File: config.mk
export PLATFORM = sky130hd
export DESIGN_NAME = mt_fetch_sequencer_flat
export DESIGN_NICKNAME = d
export VERILOG_FILES = /design/src/rtl/mt_pipe_pkg.sv /design/src/rtl/mt_fetch_sequencer_if.sv /design/src/rtl/rr_thread_arbiter.sv /design/src/rtl/mt_fetch_sequencer.sv /design/src/flat_wrapper.sv
export SDC_FILE = /design/constraint.sdc
export NUM_CORES = 1
export LEC_CHECK = 0
export BUFFER_PORTS_ARGS = -buffer_cell sky130_fd_sc_hd__buf_2
export CAP_MARGIN = 20
export CELL_PAD_IN_SITES_DETAIL_PLACEMENT = 0
export CELL_PAD_IN_SITES_GLOBAL_PLACEMENT = 1
export CORE_MARGIN = 2
export CORE_UTILIZATION = 40
export DETAILED_ROUTE_END_ITERATION = 8
export PLACE_DENSITY = 0.74
export SYNTH_ARGS = -nofsm -noshare
export SYNTH_HDL_FRONTEND = slang
export SYNTH_SLANG_ARGS = --single-unit
export TNS_END_PERCENT = 30
File: constraint.sdc
create_clock -name clk -period 6.65 [get_ports clk]
set_input_delay 1.995 -clock clk [delete_from_list [all_inputs] [get_ports clk]]
set_output_delay 1.995 -clock clk [all_outputs]
set_load 0.1 [all_outputs]
File: src/rtl/mt_pipe_pkg.sv
// Shared definitions for the multi-thread fetch pipeline: widths, reset PC and thread-ID sizing.
package mt_pipe_pkg;

  localparam int unsigned PC_WIDTH_DEFAULT = 9;
  localparam int unsigned START_PC_DEFAULT = 0;
  localparam logic [PC_WIDTH_DEFAULT-1:0] PC_MAX = '1;

  // Sequencer phase: the cycle after reset only arms fetching.
  typedef enum logic {
    PH_WAIT = 1'b0,
    PH_RUN  = 1'b1
  } phase_e;

  // Thread ID width; a single thread still needs one bit.
  function automatic int unsigned tid_width(input int unsigned n);
    return (n > 1) ? $clog2(n) : 1;
  endfunction

endpackage

File: src/rtl/mt_fetch_sequencer_if.sv
// Fetch/redirect bundle between the fetch sequencer (master) and the pipeline (slave).
interface mt_fetch_sequencer_if
  import mt_pipe_pkg::*;
#(
  parameter int unsigned TID_WIDTH = 2,
  parameter int unsigned PC_WIDTH  = PC_WIDTH_DEFAULT
);
  logic                 redirect_valid;
  logic [TID_WIDTH-1:0] redirect_tid;
  logic [PC_WIDTH-1:0]  redirect_pc;
  logic                 fetch_valid;
  logic [TID_WIDTH-1:0] fetch_tid;
  logic [PC_WIDTH-1:0]  fetch_pc;

  modport master (
    input  redirect_valid, redirect_tid, redirect_pc,
    output fetch_valid, fetch_tid, fetch_pc
  );

  modport slave (
    output redirect_valid, redirect_tid, redirect_pc,
    input  fetch_valid, fetch_tid, fetch_pc
  );
endinterface

File: src/rtl/rr_thread_arbiter.sv
// Combinational round-robin pick: first eligible thread strictly after ptr, wrapping to 0.
module rr_thread_arbiter
  import mt_pipe_pkg::*;
#(
  parameter int unsigned NUM_THREADS = 4,
  parameter int unsigned TID_WIDTH   = tid_width(NUM_THREADS)
) (
  input  logic [NUM_THREADS-1:0] eligible,
  input  logic [TID_WIDTH-1:0]   ptr,
  output logic                   grant_valid,
  output logic [TID_WIDTH-1:0]   grant_tid
);

  int unsigned idx;

  // Walk the rotated order ptr+1 .. ptr+NUM_THREADS and keep the first hit.
  always_comb begin
    grant_valid = 1'b0;
    grant_tid   = '0;
    idx         = 0;
    for (int unsigned k = 1; k <= NUM_THREADS; k++) begin
      idx = (32'(ptr) + k) % NUM_THREADS;
      if (!grant_valid && eligible[TID_WIDTH'(idx)]) begin
        grant_valid = 1'b1;
        grant_tid   = TID_WIDTH'(idx);
      end
    end
  end

endmodule

File: src/rtl/mt_fetch_sequencer.sv
// Per-thread program counters with round-robin fetch issue, MEM-stage redirects, load mode and halt.
module mt_fetch_sequencer
  import mt_pipe_pkg::*;
#(
  parameter int unsigned NUM_THREADS = 4,
  parameter int unsigned TID_WIDTH   = tid_width(NUM_THREADS),
  parameter int unsigned PC_WIDTH    = PC_WIDTH_DEFAULT,
  parameter int unsigned START_PC    = START_PC_DEFAULT,
  parameter int unsigned CNT_WIDTH   = 32
) (
  input  logic                   clk,
  input  logic                   reset,
  input  logic                   load_mode,
  input  logic [NUM_THREADS-1:0] thread_en,
  input  logic                   stall,
  mt_fetch_sequencer_if.master   bus,
  output logic [NUM_THREADS-1:0] halted,
  output logic [CNT_WIDTH-1:0]   fetch_count
);

  localparam logic [PC_WIDTH-1:0]  PC_INIT = PC_WIDTH'(START_PC);
  localparam logic [PC_WIDTH-1:0]  PC_LAST = '1;
  localparam logic [TID_WIDTH-1:0] RR_INIT = TID_WIDTH'(NUM_THREADS - 1);

  phase_e               phase;
  logic [PC_WIDTH-1:0]  pc [NUM_THREADS];
  logic [TID_WIDTH-1:0] rr_ptr;
  logic                 fetch_valid_q;
  logic [TID_WIDTH-1:0] fetch_tid_q;
  logic [PC_WIDTH-1:0]  fetch_pc_q;

  logic [NUM_THREADS-1:0] eligible;
  logic                   grant_valid;
  logic [TID_WIDTH-1:0]   grant_tid;
  logic                   redirect_hit;

  assign eligible     = thread_en & ~halted;
  assign redirect_hit = bus.redirect_valid && (32'(bus.redirect_tid) < NUM_THREADS);

  rr_thread_arbiter #(
    .NUM_THREADS (NUM_THREADS),
    .TID_WIDTH   (TID_WIDTH)
  ) u_arb (
    .eligible    (eligible),
    .ptr         (rr_ptr),
    .grant_valid (grant_valid),
    .grant_tid   (grant_tid)
  );

  // Redirect is written after the increment so it wins on a same-thread collision.
  always_ff @(posedge clk) begin
    if (reset) begin
      phase         <= PH_WAIT;
      for (int t = 0; t < int'(NUM_THREADS); t++) pc[t] <= PC_INIT;
      halted        <= '0;
      rr_ptr        <= RR_INIT;
      fetch_valid_q <= 1'b0;
      fetch_tid_q   <= '0;
      fetch_pc_q    <= PC_INIT;
      fetch_count   <= '0;
    end else if (load_mode) begin
      for (int t = 0; t < int'(NUM_THREADS); t++) pc[t] <= PC_INIT;
      halted        <= '0;
      rr_ptr        <= RR_INIT;
      fetch_valid_q <= 1'b0;
    end else begin
      if (!stall) begin
        if (phase == PH_WAIT) begin
          phase <= PH_RUN;
        end else if (grant_valid) begin
          fetch_valid_q <= 1'b1;
          fetch_tid_q   <= grant_tid;
          fetch_pc_q    <= pc[grant_tid];
          if (pc[grant_tid] == PC_LAST) halted[grant_tid] <= 1'b1;
          else pc[grant_tid] <= pc[grant_tid] + PC_WIDTH'(1);
          rr_ptr <= grant_tid;
          if (fetch_count != '1) fetch_count <= fetch_count + CNT_WIDTH'(1);
        end else begin
          fetch_valid_q <= 1'b0;
        end
      end
      if (redirect_hit) pc[bus.redirect_tid] <= bus.redirect_pc;
    end
  end

  assign bus.fetch_valid = fetch_valid_q;
  assign bus.fetch_tid   = fetch_tid_q;
  assign bus.fetch_pc    = fetch_pc_q;

endmodule

File: src/flat_wrapper.sv
// flat-port wrapper written by rule: the top's interface ports become plain ports
module mt_fetch_sequencer_flat import mt_pipe_pkg::*;
#(
  parameter int unsigned NUM_THREADS = 4,
  parameter int unsigned TID_WIDTH   = tid_width(NUM_THREADS),
  parameter int unsigned PC_WIDTH    = PC_WIDTH_DEFAULT,
  parameter int unsigned START_PC    = START_PC_DEFAULT,
  parameter int unsigned CNT_WIDTH   = 32
)
  (clk, reset, load_mode, thread_en, stall, halted, fetch_count, bus_redirect_valid, bus_redirect_tid, bus_redirect_pc, bus_fetch_valid, bus_fetch_tid, bus_fetch_pc);
  mt_fetch_sequencer_if #(.TID_WIDTH(TID_WIDTH), .PC_WIDTH(PC_WIDTH)) bus_i ();
  input  logic clk;
  input  logic reset;
  input  logic load_mode;
  input  logic [NUM_THREADS-1:0] thread_en;
  input  logic stall;
  output logic [NUM_THREADS-1:0] halted;
  output logic [CNT_WIDTH-1:0] fetch_count;
  input wire logic [$bits(bus_i.redirect_valid)-1:0] bus_redirect_valid;
  input wire logic [$bits(bus_i.redirect_tid)-1:0] bus_redirect_tid;
  input wire logic [$bits(bus_i.redirect_pc)-1:0] bus_redirect_pc;
  output wire logic [$bits(bus_i.fetch_valid)-1:0] bus_fetch_valid;
  output wire logic [$bits(bus_i.fetch_tid)-1:0] bus_fetch_tid;
  output wire logic [$bits(bus_i.fetch_pc)-1:0] bus_fetch_pc;
  assign bus_i.redirect_valid = bus_redirect_valid;
  assign bus_i.redirect_tid = bus_redirect_tid;
  assign bus_i.redirect_pc = bus_redirect_pc;
  assign bus_fetch_valid = bus_i.fetch_valid;
  assign bus_fetch_tid = bus_i.fetch_tid;
  assign bus_fetch_pc = bus_i.fetch_pc;
  mt_fetch_sequencer #(.NUM_THREADS(NUM_THREADS), .TID_WIDTH(TID_WIDTH), .PC_WIDTH(PC_WIDTH), .START_PC(START_PC), .CNT_WIDTH(CNT_WIDTH)) u_core (.clk(clk), .reset(reset), .load_mode(load_mode), .thread_en(thread_en), .stall(stall), .bus(bus_i), .halted(halted), .fetch_count(fetch_count));
endmodule
==> results by stage, run 1 <==
Synth:
- The synthesized area per cell is 9.33 um^2.
- Of the total synthesized cell area, the portion taken by AND, OR, NAND and NOR gates is 0.246.
- The post-synthesis sequential element count is 87.
- Synthesis instantiated 59 different standard cells from the library.
- The dominant combinational cell family by area after synthesis is simple AND/OR/NAND/NOR gates.
- The dominant synthesized flop cell is dfxtp_1.
- In the post-synthesis netlist, the cell with the most instances is nand2_1.
- The share of the Yosys chip area taken by registers is 0.470.
- The number of nets handed over by synthesis was 502.
- The number of instances in the synthesized netlist is 479.
- By area the synthesized netlist is led by edfxtp_1 (24%), dfxtp_1 (23%), nand2_1 (6.9%), nor2_1 (4.4%), xor2_1 (3.7%).
- The largest area contributor in the netlist is edfxtp_1.
- The proportion of synthesized area in mux cells is 0.0302.
- The share of the synthesized area in compound gates (AO/OA/AOI/OAI) was 0.149.
- The fraction of synthesized cell area taken by the top area cell type is 0.242.
- The synthesized area is 4470 um^2.
- Of the total synthesized cell area, the portion taken by XOR and XNOR cells is 0.0663.
- After synthesis, the share of flip-flops with an asynchronous set or reset is 0.
- Yosys printed 0 warnings.
- By count the netlist is led by nand2_1 (82), nor2_1 (52), dfxtp_1 (51).
- Of the total synthesized cell area, the portion taken by full adders, half adders and majority gates is 0.00840.
- The synthesized design contains 36 enable-type register cells.

Pwr:
- VDD sags by at most 0.0890 mV.
- Of the total power, registers draw 0.551.
- The portion of total power attributed to combinational logic is 0.118.
- In this run the power spent charging and discharging nets is 0.000287 W.
- The leakage dissipation is 1.94 nW.
- The internal power of the cells totals 0.000763 W.
- The final total power is 0.00105 W.
- The switching power share of the total is 0.273.
- The clock network fraction of total power is 0.331.
- The areal power density over the cells is 206 nW/um^2.

Drt:
- The detailed router finished its first iteration with 373 violations.
- The average wire length per cell after detail routing is 17.8 um.
- The total via count after detailed routing is 3855.
- The post-detailed-route DRC marker count is 0.
- The overall routed net length is 12200 um.
- Dividing the detail-routed via count by the number of cells gives 5.61.
- The post-detailed-route count of antenna-violating nets is 0.
- For this run, the detailed router's first-pass iteration total came to 5.

Die:
- The total I/O pin count is 68.
- The vertical die dimension is 110 um.
- The die is 110 um wide.
- The floorplan step defined a core boundary enclosing 10900 um^2.
- The die covers 12000 um^2.
- The starting utilization of the core area is 0.410.
- The site row count is 38.

Place:
- After legalization and detailed placement, the total HPWL measured 8830 um.
- The final estimated routing congestion in global placement is 0.919.
- During placement, the flow inserted port buffers numbering 67.

Critical path:
- The count of buffering cells on the critical path with inverters included is 2.
- Along the worst path, the maximum fanout reaches 29.
- The type of element launching the critical path is an input pin.
- The destination of the worst register-to-register timing path is u_core.pc[2][6].
- Data on the critical path is required at its endpoint by 6880 ps.
- The longest individual stage delay on the worst path is 880 ps.
- In this run the critical register-to-register path is launched from u_core.halted[3].
- STA classifies the critical path endpoint as a register.
- The worst path arrival time is 5810 ps.
- The slowest library cell on the worst path is nor4_1.
- The logic depth of the worst setup path including buffers is 17.
- The worst setup path category is in -> reg.
- The signal on the critical path passes through buf_2 -> nor2b_1 -> o211ai_2 -> and2_4 -> nand2_1 -> and3_1 -> a31oi_2 -> ha_1 -> inv_1 -> nor4_2 -> nor2_1 -> nor2_1 -> ha_1 -> nor2_1 -> nand2_1 -> nor4_1 -> a22o_1.
- The logic depth of the worst register-to-register path is 15.
- The most critical setup path has its endpoint at u_core.pc[2][6].
- The worst setup path startpoint is thread_en[0].
- The gate family responsible for the most delay along the worst path is simple AND/OR/NAND/NOR gates.
- The setup check on the worst reg-to-reg path leaves a slack of 2370 ps.
- The cell seen most often among critical-path stages is nor2_1.

Finish:
- The number of diodes is 0.
- The post-synthesis to final-layout area growth is 14.1%.
- The final layout contains 565 nets.
- The layout cell share with drive strength beyond 1 is 0.208.

Global route:
- The overall routing resource usage is 0.214.
- The largest net degree at the start of global routing is 47.
- The initial antenna violation count came to 0.
- The residual overflow from global routing is 0.
- The number of global-route vias before repair is 3628.
- The first-pass GRT wire length is 19200 um.

Timing:
- The minimum period implied by the final worst setup slack is 5590 ps.
- Dividing the final minimum period by the clock period gives 0.840.
- The count of endpoints failing setup in the final report is 0.
- Setup repair after global routing left no endpoint under its margin.
- Summed over all failing endpoints, the final setup total negative slack is 0 ps.
- Between clock sinks in the finished design, the worst skew comes to 14.8 ps.
- The number of slew-limit violations in the final report is 0.
- The number of hold violations in the final report is 0.
- Headroom to the max-slew limit came out at 0.310.
- For the pin with the worst max-slew slack, the measured transition is 1030 ps.
- Timing would allow up to 179 MHz.

CTS:
- The clock insertion delay at the later pin of the skew report is 370 ps.
- The post-CTS repair timing setup buffer count is 0.
- The clock tree from TritonCTS is yes.
- The tree is rooted in a clkbuf_8.
- The clock-pin slew on the worst setup and hold paths is 90 ps.
- In this run the deepest clock path goes through 2 buffers.
- The number of gates resized after CTS was 0.
- The maximum level of the CTS H-tree is 3.
- The number of hold buffers added after cts is 0.
- The TritonCTS buffer count is 9.
- Counting every sink on the clock net gives 87.

Run status:
- The flow ran to the end, and the final reports show no timing, DRC or antenna violations.

Job:
- The reported max-cap violation count is 0.

Min path:
- The startpoint of the most critical hold path is u_core.bus.fetch_pc[8].
- The min-delay analysis places its worst path in the category reg -> reg.
worst min-delay path by stage:
stage	endpoint	slack, ps	depth (start not counted)
3_5_place_dp	u_core.bus.fetch_pc[3]	450	2
2_1_floorplan	u_core.phase	430	2
4_1_cts	u_core.bus.fetch_pc[8]	460	2
6_report	u_core.bus.fetch_pc[8]	460	2
3_3_place_gp	u_core.bus.fetch_pc[3]	440	2
5_1_grt	u_core.bus.fetch_pc[8]	470	2
layer usage:
| layer | routed length [um] | share of wire | GRT usage |
|---|---|---|---|
| met1 | 5660 | 0.46 | 0.303 |
| met2 | 5400 | 0.44 | 0.324 |
| met4 | 253 | 0.021 | 0.0705 |
| met3 | 922 | 0.075 | 0.0468 |
| met5 | 0 | 0 | 0 |
tightest hold or removal path, delay by kind of cell, from the launching register on:
kind,cells,cell delay (ps)
compound gates,1,50
flops,1,320
simple gates,1,50
stage by stage:
stage | std cells | hold WS [ps] | area, um^2 | util | setup slack (ps)
floorplan | 479 | 432 | 4470 | - | 1300
global placement | 671 | 440 | 4920 | 0.452 | 880
detailed placement | 671 | 446 | 4920 | 0.452 | 828
CTS | 687 | 460 | 5100 | 0.468 | 1200
global route | 687 | 472 | 5100 | 0.468 | 913
finish | 687 | 458 | 5100 | 0.468 | 1060
registers in the layout, summed over array words and instances (netlist names):
register and count:
u_core.bus.fetch_pc 9, u_core.rr_ptr 2, u_core.fetch_count 32, u_core.bus.fetch_tid 2, u_core.halted 4, u_core.bus.fetch_valid 1
u_core.pc 36, u_core.phase 1
power by group through the flow:
stage | combinational (W) | clock [W] | sequential, W
after floorplan | 0.0000776 | 0 | 0.000598
after global placement | 0.000122 | 0 | 0.000591
after detailed placement | 0.000122 | 0 | 0.000591
after CTS | 0.000123 | 0.000355 | 0.000578
after global routing | 0.000134 | 0.000378 | 0.000580
final | 0.000124 | 0.000348 | 0.000578
final cells by class:
type | instances | area (um^2)
inverters | 5 | 18.8
well taps | 140 | 175
repair buffers | 72 | 373
flip-flops and latches | 87 | 2100
clock inverters | 3 | 16.3
fillers | 1059 | 5790
clock buffers | 13 | 160
multi-input cells | 367 | 2250
cells by family after synthesis:
family,count (synthesis)
AND/OR/NAND/NOR,226
AO/OA/AOI/OAI,93
flip-flops,87
XOR/XNOR,33
buffers and inverters,25
multiplexers,12
adder cells (fa/ha/maj),3
cells in the final DEF, fill, tap and decap left out, types with 13 or more instances in the layout:
cell type and n:
dfxtp_1 51, a21oi_1 18, edfxtp_1 36, xnor2_1 13, xor2_1 19, a22o_1 16, o21ai_1 18, buf_2 67
nor2_1 52, nand3_1 23, nand2_1 82
Note: power is estimated with default switching activity, not from simulation.
==> inputs of run 2 (changes only) <==
Clock period 6.65 ns to 5.6 ns, I/O delays scaled along.
==> run 2 against run 1 <==
  * Setup slack worse by 390 ps
  * Utilization increased by 0.081 points
  * Total power grew 18%
  * Clock power up 12%
  * Design area up 0.17%
  * Cell count grew 0.58%
  * Critical endpoint is now u_core.pc[1][0]
  * Sequential power grew 19%
==> results by stage, run 2 (same netlist as run 1, synthesis figures left out) <==
Drt:
- The routed via count divided by cell count is 5.60 (-0.17%).
- The total via count after detailed routing is 3871 (+0.42%).
- The post-detailed-route DRC marker count is 0 (unchanged).
- The average wire length per cell after detail routing is 18.1 um (+1.5%).
- The post-detailed-route count of antenna-violating nets is 0 (unchanged).
- The violation count after the first detailed-route iteration was 279 (-25%).
- The first-pass iteration count of the detailed router was 5 (unchanged).
- The overall routed net length came to 12500 um (+2.1%).

Finish:
- The register with the most flip-flops is u_core.pc.
- From synthesis to final layout, the design area changed by 14.2%.
- The count of nets after finishing is 570 (+0.88%).
- The library cells used most frequently in the layout, excluding fill and tap cells, are nand2_1 (82), buf_2 (67), nor2_1 (52), dfxtp_1 (51), edfxtp_1 (36).
- The layout cell share with drive strength beyond 1 is 0.211 (+0.00212).
- The number of flip-flops in the largest register is 36 (unchanged).
- The library cell used most frequently in the layout, excluding fill and tap cells, is nand2_1.
- The number of diodes came to 0 (unchanged).

Critical path:
- The highest net fanout along the worst path is 17 (-41%).
- The worst reg-to-reg setup slack is 1700 ps (-670 ps).
- The element type at the critical path end is a register.
- For this design, the slowest cell found on the critical path is a311o_1.
- The critical path is of the in -> reg type.
- Among cell families on the critical path, the largest total delay comes from simple AND/OR/NAND/NOR gates.
- The worst setup path is launched from an input pin.
- The worst path arrival time is 4980 ps (-830 ps).
- The count of buffering cells on the critical path with inverters included is 3 (+1).
- The cell seen most often among critical-path stages is nor2_1.
- The longest individual stage delay on the worst path is 510 ps (-370 ps).
- The data required time at the worst endpoint is 5650 ps (-1230 ps).
- Traced cell by cell, the critical path runs through buf_2 -> or3b_1 -> o211ai_2 -> and2_4 -> nand2_1 -> and3_1 -> a31oi_1 -> ha_1 -> inv_1 -> nor4_2 -> nor2_1 -> nor2_1 -> ha_1 -> nor2_1 -> buf_4 -> a311o_1.

Place:
- The setup slack at placement is 334 ps (-494 ps).
- The post-DP HPWL is 9460 um (+7.2%).
- The quantity of I/O buffers inserted on ports was 67 (unchanged).
- The final estimated routing congestion in global placement was 0.928 (+0.91%).

CTS:
- The total number of clock tree sinks is 87 (unchanged).
- The root buffer cell chosen for the clock tree is clkbuf_8.
- TritonCTS built the clock tree.
- The TritonCTS buffer count is 9 (unchanged).
- The clock insertion delay at the later pin of the skew report was 360 ps (about the same).
- The maximum level of the CTS H-tree is 3 (unchanged).
- The clock tree buffer depth is 2 (unchanged).
- The number of hold buffers added after cts is 0 (unchanged).
- The post-CTS repair timing setup buffer count is 0 (unchanged).
- The clock-pin slew on the worst setup and hold paths is 80 ps (about the same).
- The post-cts sizing count is 0 (unchanged).

Global route:
- The largest net degree at the start of global routing is 47 (unchanged).
- The initial antenna violation count is 0 (unchanged).
- The number of global-route vias before repair is 3505 (-3.4%).
- The residual overflow from global routing is 0 (unchanged).
- The overall routing resource usage is 0.215 (+0.00149).
- The first-pass GRT wire length is 19200 um (about the same).

Timing:
- The smallest setup slack after layout was 670 ps (-394 ps).
- The number of slew-limit violations in the final report was 0 (unchanged).
- Timing would allow up to 203 MHz.
- In the finished design, the share of the clock period the worst path needs comes to 0.880.
- The hold slack is 456 ps (-2.54 ps).
- The number of hold violations in the final report is 0 (unchanged).
- The worst path in the final design needs a cycle of 4930 ps, including I/O delays and setup.
- The slew at the pin closest to its max-slew limit is 769 ps (-260 ps).
- The relative slew slack is 0.485 (+0.175).
- The final clock skew is 11.4 ps (-3.39 ps).
- The count of endpoints failing setup in the final report is 0 (unchanged).
- Setup repair after global routing left no endpoint under its margin.
- The accumulated negative setup slack is 0 ps (unchanged).

Die:
- The area of the core is 10900 um^2 (unchanged).
- The total I/O pin count was 68 (unchanged).
- The starting utilization of the core area is 0.410 (unchanged).
- The total die area came to 12000 um^2 (unchanged).
- The vertical die dimension was 110 um (unchanged).
- The site row count is 38 (unchanged).
- The die extent in x came to 110 um (unchanged).

Pwr:
- The leakage dissipation came to 1.96 nW (+0.81%).
- The final total power is 0.00124 W (+18%).
- The switching power share of the total was 0.274 (+0.000835).
- The portion of total power attributed to combinational logic is 0.126 (+0.008).
- The switching power is 0.000339 W (+18%).
- The areal power density over the cells is 242 nW/um^2 (+17%).
- The cell-internal power is 0.000897 W (+17%).
- The largest vdd supply drop is 0.0979 mV (+10%).
- The sequential group share of total power is 0.559 (+0.008).
- The clock network fraction of total power came to 0.315 (-0.016).

Job:
- The reported max-cap violation count is 0 (unchanged).

Min path:
- The worst hold path belongs to the class reg -> reg.

Run status:
- The flow ran to the end, and the final reports show no timing, DRC or antenna violations.
[run 2: path summary, 6_finish.rpt]
path | from | to | cells past startpoint
max | thread_en[3] | u_core.pc[1][0] | 16
max reg2reg | u_core.halted[1] | u_core.pc[1][0] | 15
min reg2reg | u_core.bus.fetch_pc[8] | u_core.bus.fetch_pc[8] | 2
min | u_core.bus.fetch_pc[8] | u_core.bus.fetch_pc[8] | 2
[run 2: final cells by class]
type                       count  area (um^2)
clock inverter                 2         10.0
fill                        1031         5780
tap                          140          175
clock buffer                  13          153
multi-input combinational    367         2240
timing repair buffer          77          410
inverter                       5         18.8
sequential                    87         2100
[run 2: stage by stage]
stage,area (um^2),cells,util
floorplan,4470,479,-
global placement,4940,676,0.454
detailed placement,4940,676,0.454
CTS,5110,691,0.469
global route,5110,691,0.469
finish,5110,691,0.469
[run 2: routing by layer]
metal	GRT usage	wire length (um)	up-vias
met2	0.313	5410	184
met4	0.0624	197	0
met1	0.309	5680	1815
met5	0	0	-
met3	0.0634	1200	19
li1	-	-	1853
[run 2: power by group through the flow]
stage / clock network (W) / registers (W) / logic (W)
floorplan: 0 / 0.000711 / 0.0000921
global placement: 0 / 0.000704 / 0.000153
detailed placement: 0 / 0.000704 / 0.000153
CTS: 0.000398 / 0.000690 / 0.000154
global route: 0.000425 / 0.000691 / 0.000166
finish: 0.000389 / 0.000690 / 0.000156
[run 2: worst reg2reg max path, cell delays in order, from the launching register on]
cell and delay (ps):
dfxtp_1 370, and2b_1 270, o211ai_2 270, and2_4 340, nand2_1 80, and3_1 170, a31oi_1 200, ha_1 220
inv_1 90, nor4_2 360, nor2_1 130, nor2_1 150, ha_1 180, nor2_1 60, buf_4 190, a311o_1 510
